**src/rtl/seven_segment_capture_if.sv**
```systemverilog
// Scanned seven-segment display bus plus the
// reconstructed frame returned by the capture block.
interface seven_segment_capture_if #(
  parameter int DIGITS = 4
);
  logic [DIGITS-1:0]   anode;
  logic [6:0]          segment;
  logic [4*DIGITS-1:0] value;
  logic [DIGITS-1:0]   blank;
  logic                error;
  logic                valid;

  modport master (
    output anode, segment,
    input  value, blank, error, valid
  );

  modport slave (
    input  anode, segment,
    output value, blank, error, valid
  );
endinterface

```
**src/rtl/seven_segment_capture.sv**
```systemverilog
// Watches a multiplexed active-low seven-segment bus
// and rebuilds the displayed hex value frame by frame.
module seven_segment_capture #(
  parameter int DIGITS        = 4,
  parameter int STABLE_CYCLES = 4
) (
  input logic clk,
  input logic reset,
  seven_segment_capture_if.slave bus
);
  localparam int CW = $clog2(STABLE_CYCLES + 1);
  localparam logic [CW-1:0] C_SAT = CW'(STABLE_CYCLES);
  localparam logic [CW-1:0] C_ARM = CW'(STABLE_CYCLES - 2);
  localparam logic [CW-1:0] C_ONE = CW'(1);
  localparam logic [DIGITS-1:0] D_ONE = DIGITS'(1);

  logic [DIGITS-1:0]   r_an_s1;
  logic [DIGITS-1:0]   r_an_s2;
  logic [6:0]          r_seg_s1;
  logic [6:0]          r_seg_s2;
  logic [CW-1:0]       r_cnt;
  logic [4*DIGITS-1:0] r_shadow;
  logic [DIGITS-1:0]   r_sblank;
  logic [DIGITS-1:0]   r_seen;
  logic                r_bad;
  logic                r_done;
  logic [4*DIGITS-1:0] r_value;
  logic [DIGITS-1:0]   r_blank;
  logic                r_error;
  logic                r_valid;

  logic [DIGITS-1:0] w_act;
  logic              w_sel;
  logic              w_same;
  logic              w_inc;
  logic              w_cap;
  logic [DIGITS-1:0] w_cap_mask;
  logic [DIGITS-1:0] w_seen_next;
  logic              w_bad_next;
  logic              w_done_next;
  logic [3:0]        w_nib;
  logic              w_dark;
  logic              w_undec;

  assign bus.value = r_value;
  assign bus.blank = r_blank;
  assign bus.error = r_error;
  assign bus.valid = r_valid;

  // The sample entering the second stage is compared with
  // the one already there, so the dwell count tracks the
  // sample the moment it becomes S.
  assign w_act  = ~r_an_s1;
  assign w_sel  = (w_act != '0) &&
                  ((w_act & (w_act - D_ONE)) == '0);
  assign w_same = (r_an_s1 == r_an_s2) &&
                  (r_seg_s1 == r_seg_s2);
  assign w_inc  = w_same && w_sel;
  assign w_cap  = w_inc && (r_cnt == C_ARM);

  assign w_cap_mask  = w_cap ? w_act : '0;
  assign w_seen_next = (r_done ? '0 : r_seen) | w_cap_mask;
  assign w_bad_next  = (r_done ? 1'b0 : r_bad) |
                       (w_cap & w_undec);
  assign w_done_next = w_cap && (&w_seen_next);

  // Map an active-low {g..a} pattern back to a nibble.
  always_comb begin
    w_nib   = 4'h0;
    w_dark  = 1'b0;
    w_undec = 1'b0;
    unique case (r_seg_s1)
      7'b1000000: w_nib = 4'h0;
      7'b1111001: w_nib = 4'h1;
      7'b0100100: w_nib = 4'h2;
      7'b0110000: w_nib = 4'h3;
      7'b0011001: w_nib = 4'h4;
      7'b0010010: w_nib = 4'h5;
      7'b0000010: w_nib = 4'h6;
      7'b1111000: w_nib = 4'h7;
      7'b0000000: w_nib = 4'h8;
      7'b0010000: w_nib = 4'h9;
      7'b0001000: w_nib = 4'hA;
      7'b0000011: w_nib = 4'hB;
      7'b1000110: w_nib = 4'hC;
      7'b0100001: w_nib = 4'hD;
      7'b0000110: w_nib = 4'hE;
      7'b0001110: w_nib = 4'hF;
      7'b1111111: w_dark = 1'b1;
      default:    w_undec = 1'b1;
    endcase
  end

  // Two-flop synchronizers, idle (all off) out of reset.
  always_ff @(posedge clk) begin
    if (reset) begin
      r_an_s1  <= '1;
      r_an_s2  <= '1;
      r_seg_s1 <= '1;
      r_seg_s2 <= '1;
    end else begin
      r_an_s1  <= bus.anode;
      r_an_s2  <= r_an_s1;
      r_seg_s1 <= bus.segment;
      r_seg_s2 <= r_seg_s1;
    end
  end

  // Saturating dwell counter of identical selectable samples.
  always_ff @(posedge clk) begin
    if (reset) begin
      r_cnt <= '0;
    end else if (!w_inc) begin
      r_cnt <= '0;
    end else if (r_cnt != C_SAT) begin
      r_cnt <= r_cnt + C_ONE;
    end
  end

  // Record captured digits into the frame being assembled.
  always_ff @(posedge clk) begin
    if (reset) begin
      r_shadow <= '0;
      r_sblank <= '0;
      r_seen   <= '0;
      r_bad    <= 1'b0;
      r_done   <= 1'b0;
    end else begin
      r_seen <= w_seen_next;
      r_bad  <= w_bad_next;
      r_done <= w_done_next;
      for (int k = 0; k < DIGITS; k++) begin
        if (w_cap_mask[k]) begin
          r_shadow[4*k +: 4] <= w_nib;
          r_sblank[k]        <= w_dark;
        end
      end
    end
  end

  // Publish a completed frame and pulse valid once.
  always_ff @(posedge clk) begin
    if (reset) begin
      r_value <= '0;
      r_blank <= '0;
      r_error <= 1'b0;
      r_valid <= 1'b0;
    end else begin
      r_valid <= r_done;
      if (r_done) begin
        r_value <= r_shadow;
        r_blank <= r_sblank;
        r_error <= r_bad;
      end
    end
  end
endmodule
```
**src/flat_wrapper.sv**
```systemverilog
// flat-port wrapper written by rule: the top's interface ports become plain ports
module seven_segment_capture_flat 
#(
  parameter int DIGITS        = 4,
  parameter int STABLE_CYCLES = 4
)
  (clk, reset, bus_anode, bus_segment, bus_value, bus_blank, bus_error, bus_valid);
  seven_segment_capture_if #(.DIGITS(DIGITS)) bus_i ();
  input logic clk;
  input logic reset;
  input wire logic [$bits(bus_i.anode)-1:0] bus_anode;
  input wire logic [$bits(bus_i.segment)-1:0] bus_segment;
  output wire logic [$bits(bus_i.value)-1:0] bus_value;
  output wire logic [$bits(bus_i.blank)-1:0] bus_blank;
  output wire logic [$bits(bus_i.error)-1:0] bus_error;
  output wire logic [$bits(bus_i.valid)-1:0] bus_valid;
  assign bus_i.anode = bus_anode;
  assign bus_i.segment = bus_segment;
  assign bus_value = bus_i.value;
  assign bus_blank = bus_i.blank;
  assign bus_error = bus_i.error;
  assign bus_valid = bus_i.valid;
  seven_segment_capture #(.DIGITS(DIGITS), .STABLE_CYCLES(STABLE_CYCLES)) u_core (.clk(clk), .reset(reset), .bus(bus_i));
endmodule
```
**config.mk**
```make
export PLATFORM = sky130hd
export DESIGN_NAME = seven_segment_capture_flat
export DESIGN_NICKNAME = d
export VERILOG_FILES = /design/src/rtl/seven_segment_capture_if.sv /design/src/rtl/seven_segment_capture.sv /design/src/flat_wrapper.sv
export SDC_FILE = /design/constraint.sdc
export NUM_CORES = 1
export LEC_CHECK = 0
export BUFFER_PORTS_ARGS = -buffer_cell sky130_fd_sc_hd__buf_2
export CAP_MARGIN = 20
export CORE_MARGIN = 3
export CORE_UTILIZATION = 65
export CTS_BUF_LIST = sky130_fd_sc_hd__clkbuf_8
export DETAILED_ROUTE_END_ITERATION = 7
export PLACE_DENSITY = 0.87
export SLEW_MARGIN = 20
export SYNTH_ARGS = -nofsm -noshare
export SYNTH_HDL_FRONTEND = slang
export SYNTH_SLANG_ARGS = --single-unit
export TNS_END_PERCENT = 1
```
**constraint.sdc**
```tcl
create_clock -name clk -period 4.2 [get_ports clk]
set_clock_uncertainty 0.1 [all_clocks]
set_input_delay 0.84 -clock clk [delete_from_list [all_inputs] [get_ports clk]]
set_output_delay 0.84 -clock clk [all_outputs]
set_load 0.01 [all_outputs]
```
==> impl_metrics.ini <==
[cells_and_area]
syn2layout_area_growth_pct = 10.3
instances_no_fill = 400
drive_gt1_share_pct = 23.6
nFillCells = 304
seq_area_um2 = 1460
multi_input_area_um2 = 1490
num_antenna_cells = 0
fin_nets = 359

[grt]
grt_max_degree = 76
grt.overflow.total = 0
antenna_found_initial = 0
grt_pass1_wl_mm = 9.85
grt_util_all_layers_pct = 22.9
grt_pass1_vias = 2127

[cts]
cts_resized = 0
post_cts_buffers = 0
cts_buffers = 9
cts-root-buf = clkbuf_8
clock_tree.htree_level_count = 3
clk_pin_slew_ns = 0.08
clockBufferDepth = 2
cts_tree = yes
cts.sinks = 73
hold_buffers = 0
clock_latency_ns = 0.34

[worst_setup_path]
r2r_setup_slack_ns = 1.89
cp.required_ns = 4.37
cp_max_fo = 17
reg2reg_depth = 5
crit_path_start_kind = register
worst-endpoint-arrival_ns = 2.47
cp-end-kind = register
critical_path_class = register to register
slowest_delay_ns = 0.67
slowest_stage = dfxtp_1
path_cells = xor2_1, nor4_4, nand4_1, nor2_2, mux2i_1

[logic_synthesis]
synth_edf_count = 0
synth_most_common_cell = dfxtp_1
syn-cell-area_um2 = 3100
syn_nets = 339
synthArstFlopShare_pct = 0
synthTopCellsByCount = dfxtp_1, nor2_1, mux2i_1
synth_ff_type = dfxtp_1
netlist_instances = 323
ys_types = 47
ys_seq_area_share_pct = 47.1
ys_ff_latch = 73
synth.area.top_cells = dfxtp_1, mux2i_1, nor2_1
synth_top_cell_by_area = dfxtp_1
synth_top_area_share_pct = 47.1
avgSynthCellArea_um2 = 9.61
yosysWarnings = 0

[route]
post_drt_wl_per_cell_um = 15.1
drt-initial-drc-count = 146
vias = 2258
firstDrtPassIters = 4
drc = 0
wl_mm = 6.04
routed_via_density = 5.65
antenna_left = 0

[sta]
relSlewSlack_pct = 31.6
final.setup.tns_ns = 0
worst_pin_slew_ns = 1.03
timing.final.crit_period_ns = 2.31
final-setup-viol-count = 0
fmax_mhz = 434
finalHoldViolCount = 0
finalCritPeriodShare_pct = 54.9
timing.final.max_slew_violations = 0
grt_setup_unrepaired = no

[floorplanning]
start_util_pct = 69.4
die_x_um = 75.1
fp-row-count = 24
die_height_um = 75.1
dieArea_um2 = 5640
io_pins = 35
core_area_um2 = 4470

[worst_hold_path]
whs_path_depth = 2
hp-class = register to register

[power_and_ir_drop]
vdd_drop_max_uv = 404
power_density_nw_per_um2 = 400
p_leak_nw = 1.29

[placed_design]
dp_hpwl_mm = 3.93
io_buffers = 34
place_congestion = 0.811
placed_cells = 384

[status]
status = complete, no violations

[flow_run]
maxCapViolations = 0
-- sequential cells by signal, indices dropped and copies added, names as in the netlist, 3 cells and up --
register / cells
u_core.r_seg_s1: 7
u_core.bus.blank: 4
u_core.r_sblank: 4
u_core.bus.value: 16
u_core.r_an_s1: 4
u_core.r_seg_s2: 7
u_core.r_an_s2: 4
u_core.r_seen: 4
u_core.r_cnt: 3
u_core.r_shadow: 16
-- cell type report --
type / count / area share (%)
multi-input cells: 220 / 43.6
flip-flops and latches: 73 / 42.7
repair buffers: 35 / 5.19
clock buffers: 9 / 3.62
clock inverters: 7 / 2.56
well taps: 52 / 1.90
inverters: 4 / 0.439
-- cell families (layout without fill, tap and decap cells) --
| logic type | Yosys count | after routing | synth area share, % |
|---|---|---|---|
| xor+xnor | 12 | 12 | 3.39 |
| simple gates | 126 | 126 | 22.6 |
| fa+ha+maj | 3 | 3 | 1.21 |
| buf+inv | 30 | 55 | 4.84 |
| mux | 37 | 37 | 11.9 |
| flops | 73 | 73 | 47.1 |
| compound gates | 42 | 42 | 8.91 |
-- worst max-delay path: cells and delay by family, from the launching register on --
family	cells	cell delay, ns
multiplexers	1	0.25
flip-flops	1	0.67
XOR/XNOR	1	0.20
AND/OR/NAND/NOR	3	1.01
-- layout by cell type, fill, tap and decap left out, types with 2 or more instances in the layout --
| cell type | count |
|---|---|
| mux2i_1 | 37 |
| clkinvlp_4 | 2 |
| buf_2 | 34 |
| nand2b_1 | 17 |
| ha_1 | 3 |
| a2bb2oi_1 | 3 |
| nand4_1 | 3 |
| a211oi_1 | 2 |
| or3_1 | 3 |
| o21bai_1 | 2 |
| o21ai_0 | 8 |
| a22oi_1 | 2 |
| bufinv_16 | 2 |
| xnor2_1 | 6 |
| nand2_1 | 10 |
| nor2b_1 | 2 |
| dfxtp_1 | 73 |
| nor3_1 | 2 |
| or2_2 | 22 |
| a2111oi_0 | 2 |
| nand3_1 | 6 |
| clkbuf_8 | 9 |
| nor4_1 | 2 |
| nor2_1 | 41 |
| o211ai_1 | 2 |
| nor2_2 | 3 |
| a21oi_1 | 14 |
| inv_1 | 6 |
| xor2_1 | 6 |
| nand4b_1 | 4 |
| a31oi_1 | 2 |
-- per-layer routing --
layer	share of wire, %	global-route usage, %	up-vias
met5	0	0	-
met3	5.4	6.94	4
li1	-	-	1140
met1	46	30.8	1046
met2	48	35.4	68
met4	0.63	7.11	0
-- power by group --
part | total [mW] | internal [mW] | switching (mW)
clock | 0.583 | 0.329 | 0.254
combinational | 0.0609 | 0.0306 | 0.0303
sequential | 0.723 | 0.702 | 0.0218
-- per-stage QoR --
stage,util (%),setup slack (ns),power [mW],hold WS [ns],cell area (µm²)
after floorplan,-,2.42,0.789,0.341,3100
after global placement,71.8,1.92,0.796,0.361,3210
after detailed placement,71.8,1.85,0.799,0.368,3210
after CTS,76.5,1.90,1.38,0.378,3420
after global routing,76.5,1.67,1.41,0.397,3420
final,76.5,1.89,1.37,0.380,3420
-- worst paths after layout --
check	start	endpoint
setup / recovery	u_core.r_seg_s1[6]	u_core.r_shadow[0]
hold / removal	u_core.r_shadow[2]	u_core.r_shadow[2]
setup reg to reg	u_core.r_seg_s1[6]	u_core.r_shadow[0]
hold reg to reg	u_core.r_shadow[2]	u_core.r_shadow[2]
Power figures use the tool's default switching activity.
